`config.mk`:
```
export PLATFORM = sky130hd
export DESIGN_NAME = keypad_event_encoder_flat
export DESIGN_NICKNAME = d
export VERILOG_FILES = /design/src/rtl/keypad_event_encoder_if.sv /design/src/rtl/keypad_event_encoder.sv /design/src/flat_wrapper.sv
export SDC_FILE = /design/constraint.sdc
export NUM_CORES = 1
export LEC_CHECK = 0
export CORE_MARGIN = 2
export CORE_UTILIZATION = 38
export DETAILED_ROUTE_END_ITERATION = 10
export SYNTH_ARGS = -nofsm -noshare
export SYNTH_HDL_FRONTEND = slang
export SYNTH_SLANG_ARGS = --single-unit
export TNS_END_PERCENT = 100
```
`constraint.sdc`:
```
create_clock -name clk -period 2.3 [get_ports clk]
set_input_delay 0.69 -clock clk [delete_from_list [all_inputs] [get_ports clk]]
set_output_delay 0.69 -clock clk [all_outputs]
set_load 0.02 [all_outputs]
```
`src/rtl/keypad_event_encoder_if.sv`:
```
// rtl/keypad_event_encoder_if.sv - key event handshake bundle (code/dv/ovf out, ack back)
interface keypad_event_encoder_if #(
  parameter int CODE_W = 4
);
  logic [CODE_W-1:0] code;
  logic              dv;
  logic              ovf;
  logic              ack;

  modport master (output code, output dv, output ovf, input ack);
  modport slave  (input code, input dv, input ovf, output ack);
endinterface

```
`src/rtl/keypad_event_encoder.sv`:
```
// rtl/keypad_event_encoder.sv - synchronised, debounced keypad press encoder with valid/ack event output
// Optional KEYENC_MULTI_ERR_EN: multi-key press loads the all-ones error code.
module keypad_event_encoder #(
  parameter int N_KEYS    = 10,
  parameter int CODE_W    = 4,
  parameter int DB_CYCLES = 4
) (
  input  logic                   clk,
  input  logic                   rst_n,
  input  logic                   en,
  input  logic [N_KEYS-1:0]      keys,
  keypad_event_encoder_if.master evt
);

  typedef enum logic {IDLE = 1'b0, HELD = 1'b1} state_t;

  localparam logic [7:0] DB_TH = 8'(DB_CYCLES);

  logic [N_KEYS-1:0] sync1, sync2, sync2_prev, stable;
  logic [7:0]        cnt, cnt_next;
  logic              changed, accept;
  logic [CODE_W-1:0] sel, load_code;
  logic              multi;
  state_t            state, state_next;
  logic              fire;
  logic [CODE_W-1:0] code_q;
  logic              dv_q, ovf_q;

  // A new value of sync2 restarts the run length at one edge seen.
  always_comb begin
    changed = (sync2 != sync2_prev);
    if (changed)
      cnt_next = 8'd1;
    else if (cnt == 8'hFF)
      cnt_next = cnt;
    else
      cnt_next = cnt + 8'd1;
    accept = (sync2 != stable) && (cnt_next >= DB_TH);
  end

  always_ff @(posedge clk or negedge rst_n) begin
    if (!rst_n) begin
      sync1      <= '0;
      sync2      <= '0;
      sync2_prev <= '0;
      stable     <= '0;
      cnt        <= '0;
    end else begin
      sync1      <= keys;
      sync2      <= sync1;
      sync2_prev <= sync2;
      if (sync2 == stable) begin
        cnt <= '0;
      end else if (accept) begin
        stable <= sync2;
        cnt    <= '0;
      end else begin
        cnt <= cnt_next;
      end
    end
  end

  always_comb begin
    sel = '0;
    for (int i = 0; i < N_KEYS; i++)
      if (stable[i]) sel = CODE_W'(i);
    multi = |(stable & (stable - N_KEYS'(1)));
`ifdef KEYENC_MULTI_ERR_EN
    load_code = multi ? {CODE_W{1'b1}} : sel;
`else
    load_code = sel;
`endif
  end

  always_ff @(posedge clk or negedge rst_n) begin
    if (!rst_n) state <= IDLE;
    else        state <= state_next;
  end

  always_comb begin
    state_next = state;
    case (state)
      IDLE:    if (stable != '0) state_next = HELD;
      HELD:    if (stable == '0) state_next = IDLE;
      default: state_next = IDLE;
    endcase
  end

  always_comb begin
    fire = (state == IDLE) && (stable != '0) && en;
  end

  // An ack coinciding with a new event frees the slot, so the event loads instead of overflowing.
  always_ff @(posedge clk or negedge rst_n) begin
    if (!rst_n) begin
      code_q <= '0;
      dv_q   <= 1'b0;
      ovf_q  <= 1'b0;
    end else if (fire) begin
      if (!dv_q || evt.ack) begin
        code_q <= load_code;
        dv_q   <= 1'b1;
        if (dv_q) ovf_q <= 1'b0;
      end else begin
        ovf_q <= 1'b1;
      end
    end else if (dv_q && evt.ack) begin
      dv_q  <= 1'b0;
      ovf_q <= 1'b0;
    end
  end

  assign evt.code = code_q;
  assign evt.dv   = dv_q;
  assign evt.ovf  = ovf_q;

  logic unused_ok;
  assign unused_ok = multi;

endmodule
```
`src/flat_wrapper.sv`:
```
// flat-port wrapper written by rule: the top's interface ports become plain ports
module keypad_event_encoder_flat 
#(
  parameter int N_KEYS    = 10,
  parameter int CODE_W    = 4,
  parameter int DB_CYCLES = 4
)
  (clk, rst_n, en, keys, evt_code, evt_dv, evt_ovf, evt_ack);
  keypad_event_encoder_if #(.CODE_W(CODE_W)) evt_i ();
  input  logic clk;
  input  logic rst_n;
  input  logic en;
  input  logic [N_KEYS-1:0] keys;
  output wire logic [$bits(evt_i.code)-1:0] evt_code;
  output wire logic [$bits(evt_i.dv)-1:0] evt_dv;
  output wire logic [$bits(evt_i.ovf)-1:0] evt_ovf;
  input wire logic [$bits(evt_i.ack)-1:0] evt_ack;
  assign evt_code = evt_i.code;
  assign evt_dv = evt_i.dv;
  assign evt_ovf = evt_i.ovf;
  assign evt_i.ack = evt_ack;
  keypad_event_encoder #(.N_KEYS(N_KEYS), .CODE_W(CODE_W), .DB_CYCLES(DB_CYCLES)) u_core (.clk(clk), .rst_n(rst_n), .en(en), .keys(keys), .evt(evt_i));
endmodule
```
# ---- After elaboration in Yosys (flattened, before gate mapping)
# Cells that the tools add are included.
dict set report totals {
  ff_bits 55
  in_bits 14
  output_inout_bits 6
  elab_cells 54
}
dict set report op_classes {
  addsub 1
  n_lt_le_gt_ge 1
  eq_ne 6
  n_mux 22
  bitwise_logic 2
  reduce_logical 13
}
# operator n
set op_table {}
lappend op_table {{8-bit 2-to-1 mux} 4}
lappend op_table {{10-bit != test} 2}
lappend op_table {{3-bit 2-to-1 mux} 4}
lappend op_table {{10-bit equality test} 1}
lappend op_table {{10-bit logical NOT} 1}
lappend op_table {{10-bit nonzero test} 1}
lappend op_table {{1-bit 2-to-1 mux} 9}
lappend op_table {{8-bit by 1-bit adder with 8-bit output (second input constant)} 1}
lappend op_table {{8-bit equality test (second input constant)} 1}
lappend op_table {{8-bit by 3-bit >= comparator with 1-bit output (second input constant)} 1}
lappend op_table {{4-bit 2-to-1 mux} 2}
lappend op_table {{2-bit AND reduction} 4}
lappend op_table {{1-bit logical AND} 4}
lappend op_table {{2-bit 2-to-1 mux} 2}
lappend op_table {{3-bit != test (second input constant)} 1}
lappend op_table {{2-bit != test (second input constant)} 1}
lappend op_table {{1-bit inverter} 2}
lappend op_table {{1-bit one-hot mux with 2 select lines} 1}
lappend op_table {{2-bit nonzero test} 1}
lappend op_table {{1-bit logical NOT} 1}
lappend op_table {{1-bit logical OR} 1}

# ---- Depth between registers and ports, before layout
dict set report depth {
  depth_word 9
  depth_mapped 6
  mapped_depth_nobuf 6
}

# ---- Worst setup path after synthesis
# Ideal clock, no wire load.
dict set report synth_path {
  path_type {reg2reg}
  start {reg u_core.cnt[0]}
  end {reg u_core.stable[0]}
  setup_time_ps 125
  arrival_time_ps 2060
  required_time_ps 2175
  slack_ps 116
  stages_incl_launch_ff 6
  path_buffers 0
  path_cell_list {dfrtp_1 ha_1 or2b_1 mux2_1 o311ai_4 mux2_2}
}
dict set report synth_between {
  elab_chain_cells 6
}
# item line_no
set synth_lines {}
lappend synth_lines {{from (decl)} keypad_event_encoder.sv:20} ;# logic [7:0] cnt, cnt_next;
lappend synth_lines {{from (signal assigned)} keypad_event_encoder.sv:58} ;# cnt <= cnt_next;
lappend synth_lines {{8-bit by 1-bit adder with 8-bit output or 8-bit equality test (tied branches)} {keypad_event_encoder.sv:37, keypad_event_encoder.sv:34}}
lappend synth_lines {{8-bit 2-to-1 mux *} keypad_event_encoder.sv:34} ;# else if (cnt == 8'hFF)
lappend synth_lines {{8-bit 2-to-1 mux *} keypad_event_encoder.sv:32} ;# if (changed)
lappend synth_lines {{8-bit by 3-bit >= comparator with 1-bit output *} keypad_event_encoder.sv:38} ;# accept = (sync2 != stable) && (cnt_next >= DB_TH);
lappend synth_lines {{1-bit logical AND *} keypad_event_encoder.sv:38}
lappend synth_lines {{2-bit AND reduction (no source line) *} n/a}
lappend synth_lines {{to (signal assigned)} keypad_event_encoder.sv:55} ;# stable <= sync2;
lappend synth_lines {{to (decl)} keypad_event_encoder.sv:19} ;# logic [N_KEYS-1:0] sync1, sync2, sync2_prev, stable;
# Mark *: on every way between the ends. The rest lies on a longest branch, timed or not.
# A chain may end at the register's enable or synchronous reset.

# ---- Worst setup path after layout
dict set report layout_path {
  start {reg u_core.cnt[0]}
  end {reg u_core.stable[2]}
}
# The elaborated chain is that of the path after synthesis.

==> flow_summary_export.csv <==
group,metric,value,unit
status,status,"finished clean",
sta,fin_tns_setup,0,ns
clocking,clock-sinks,55,
floorplanning,die_w,77.5,um
pwr,p_int,1590,uW
clocking,cts_max_level,2,
sta,finalMaxSlewViolations,0,
finish,drive_above_1_share,16.2,%
worst_setup_path,worstPathRequired,2.49,ns
synthesis,synthDistinctLibCells,29,
finish,fin_nets,199,
sta,max_freq,0.447,GHz
sta,fin_crit_sh,97.2,%
floorplanning,die_area,6010,um2
placed_design,gp_congestion,0.912,
synthesis,synth-seq-cells,55,
worst_setup_path,r2r-end,"u_core.stable[2]",
clocking,cts-root-buf,"clkbuf_8",
routing,drc_errors,0,
worst_setup_path,cp_top_family,"multiplexers",
sta,worst_slew_pin_slew,0.520,ns
synthesis,ys_seq_area_share,67.0,%
placed_design,hpwl,2440,um
pwr,clockPowerShare,31.4,%
worst_setup_path,rrSetupSlack,0.06,ns
pwr,powerDensity,830,nW/um2
min_path,hold_class,"input port to asynchronous set/reset pin",
worst_setup_path,path_cells,"ha_1 -> or2b_1 -> mux2_1 -> o311ai_4 -> buf_12 -> mux2_2",
sta,grt_setup_unrepaired,"false",
synthesis,synth_area_leaders,"dfrtp_1 (67%), mux2_2 (6.0%), xnor2_1 (5.1%)",
placed_design,portBuffers,19,
sta,setup_viol,0,
finish,antenna_cells,0,
global_routing,grt_pass1_wl,5890,um
floorplanning,num_rows,26,
worst_setup_path,slowest_delay,0.43,ns
pwr,p_sw,532,uW
routing,wire_per_inst,13.5,um
floorplanning,die_h,77.5,um
clocking,cts_made_buffers,5,
routing,dr.first_iter.drc_count,60,
pwr,peakVddDrop,0.482,mV
routing,routed_wl,3440,um
worst_setup_path,critPathSlowestCell,"dfrtp_1",
pwr,switching_share,25.1,%
placed_design,place_ws,0.0571,ns
clocking,clkTransAtPathRegs,0.10,ns
placed_design,dp.cells,245,
pwr,leakagePower,0.00112,uW
clocking,cts_tree,"built",
pwr,power_frac_comb,15.6,%
pwr,p_seq_share,53.0,%
worst_setup_path,crit_fanout,10,
pwr,power.total,2120,uW
sta,slew_headroom,65.0,%
synthesis,synth.avg_cell_area,14.1,um2
global_routing,antenna_found_initial,0,
sta,finClkSkew,0.00810,ns
worst_setup_path,crit_path_start_kind,"flop",
routing,postRouteAntennaNets,0,
synthesis,ys_warn_count,0,
routing,dr.pass1.iters,4,
floorplanning,start_util,39.7,%
routing,vias,1238,
synthesis,synthDominantCellAreaShare,67.0,%
floorplanning,core_area,5170,um2
sta,final-hold-violation-count,0,
global_routing,grt_overflow,0,
finish,layoutNonFillerInstCount,255,
worst_setup_path,worstSetupPathType,"flop to flop",
finish,area_delta_synth_final,24.4,%
routing,via_per_inst,4.85,
synthesis,syn_inst,146,
worst_setup_path,reg2regPathDepth,6,
global_routing,grt_max_degree,36,
sta,setup_ws,0.0643,ns
clocking,worstSkewPairLatency,0.31,ns
synthesis,synth_area_leader_cell,"dfrtp_1",
run,cap_violations,0,
synthesis,syn_area,2050,um2
worst_setup_path,critPathBufInv,1,
worst_setup_path,cp_data_arrival_time,2.43,ns
worst_setup_path,cp-end-kind,"flop",
sta,fin_crit,2.24,ns
clocking,clockBufferDepth,2,
worst_setup_path,timing.rr.start,"u_core.cnt[0]",
global_routing,grt_pass1_vias,1229,
global_routing,track_usage,12.9,%
floorplanning,io_pins,20,
sta,whs,0.335,ns
## worst max-delay path by stage
| stage | startpoint | end | slack (ns) | cells after the start |
|---|---|---|---|---|
| finish | u_core.cnt[0] | u_core.stable[2] | 0.06 | 6 |
| global route | u_core.cnt[0] | u_core.stable[2] | 0.007 | 6 |
| CTS | u_core.cnt[0] | u_core.stable[2] | 0.04 | 7 |
| detailed placement | u_core.cnt[0] | u_core.stable[0] | 0.06 | 7 |
| global placement | u_core.cnt[0] | u_core.stable[5] | 0.12 | 7 |
| floorplan | u_core.cnt[0] | u_core.stable[0] | 0.12 | 5 |
## Yosys cell counts
master,instances
a21boi_0,1
a21oi_1,4
a311oi_1,1
a31oi_1,1
conb_1,1
dfrtp_1,55
ha_1,1
inv_1,3
mux2_1,1
mux2_2,11
mux2i_1,1
nand2_1,6
nand2b_1,5
nand3_1,4
nand4_1,5
nor2_1,3
nor3_1,4
nor4_1,6
o21a_1,1
o21ai_0,3
o21bai_1,1
o311ai_4,1
o31a_1,1
o31ai_1,1
o41ai_1,1
or2b_1,1
or3_1,1
xnor2_1,12
xor2_1,10
## power by group through the flow
stage                     logic, uW  registers, uW  clock network, uW
after CTS                       336           1120                694
after floorplan                 116           1190                  0
after detailed placement        334           1140                  0
after global routing            363           1140                735
after global placement          328           1140                  0
final                           331           1120                665
## layout by cell type, fill, tap and decap left out, types with 2 or more instances in the layout
| cell | Yosys | final |
|---|---|---|
| a21oi_1 | 4 | 4 |
| buf_12 | 0 | 2 |
| buf_4 | 0 | 5 |
| clkbuf_8 | 0 | 6 |
| clkdlybuf4s50_1 | 0 | 18 |
| conb_1 | 1 | 6 |
| dfrtp_1 | 55 | 55 |
| inv_1 | 3 | 3 |
| mux2_2 | 11 | 11 |
| nand2_1 | 6 | 6 |
| nand2b_1 | 5 | 5 |
| nand3_1 | 4 | 4 |
| nand4_1 | 5 | 5 |
| nor2_1 | 3 | 3 |
| nor3_1 | 4 | 3 |
| nor4_1 | 6 | 6 |
| o21ai_0 | 3 | 3 |
| xnor2_1 | 12 | 12 |
| xor2_1 | 10 | 10 |
## routing by layer
layer	share of wire (%)	up-vias	GRT usage, %
met5	0	-	0
li1	-	578	-
met1	45	629	16.1
met2	50	24	20.7
met4	1.8	0	5.36
met3	3.8	7	3.95
## per-stage QoR
stage	util [%]	area, um2
after CTS	48.9	2530
after detailed placement	46.5	2410
after floorplan	-	2070
final	49.4	2550
after global routing	49.4	2550
after global placement	46.5	2410
## registers in the layout, summed over array words and instances (netlist names)
signal	flops
u_core.sync2_prev	10
u_core.stable	10
u_core.evt.dv	1
u_core.evt.code	4
u_core.state	1
u_core.sync2	10
u_core.cnt	8
u_core.sync1	10
u_core.evt.ovf	1
## what timing repair did
item / in CTS / in global routing
setup endpoints to repair: 0 / 10
hold buffers: 0 / 0
resized for setup: 0 / 2
buffers inserted: 0 / 2
## cell type report
| cell class | count | area [um2] |
|---|---|---|
| fill | 456 | 2620 |
| sequential | 55 | 1380 |
| multi-input combinational | 93 | 694 |
| timing repair buffer | 26 | 263 |
| tap | 70 | 87.6 |
| clock buffer | 6 | 82.6 |
| clock inverter | 2 | 38.8 |
| inverter | 3 | 11.3 |
## cells by family (layout without fill, tap and decap cells)
group	after synthesis	in the layout	share of synthesized area, %
AOI/OAI and AO/OA	16	16	6.03
xor gates and xnor gates	22	22	9.38
adders and majority gates	1	1	0.609
buffers and inverters	3	37	0.548
DFF	55	55	67.0
muxes	13	13	7.07
other	1	6	0.183
and+or+nand+nor	35	35	9.14
(Power assumes the default switching activity.)
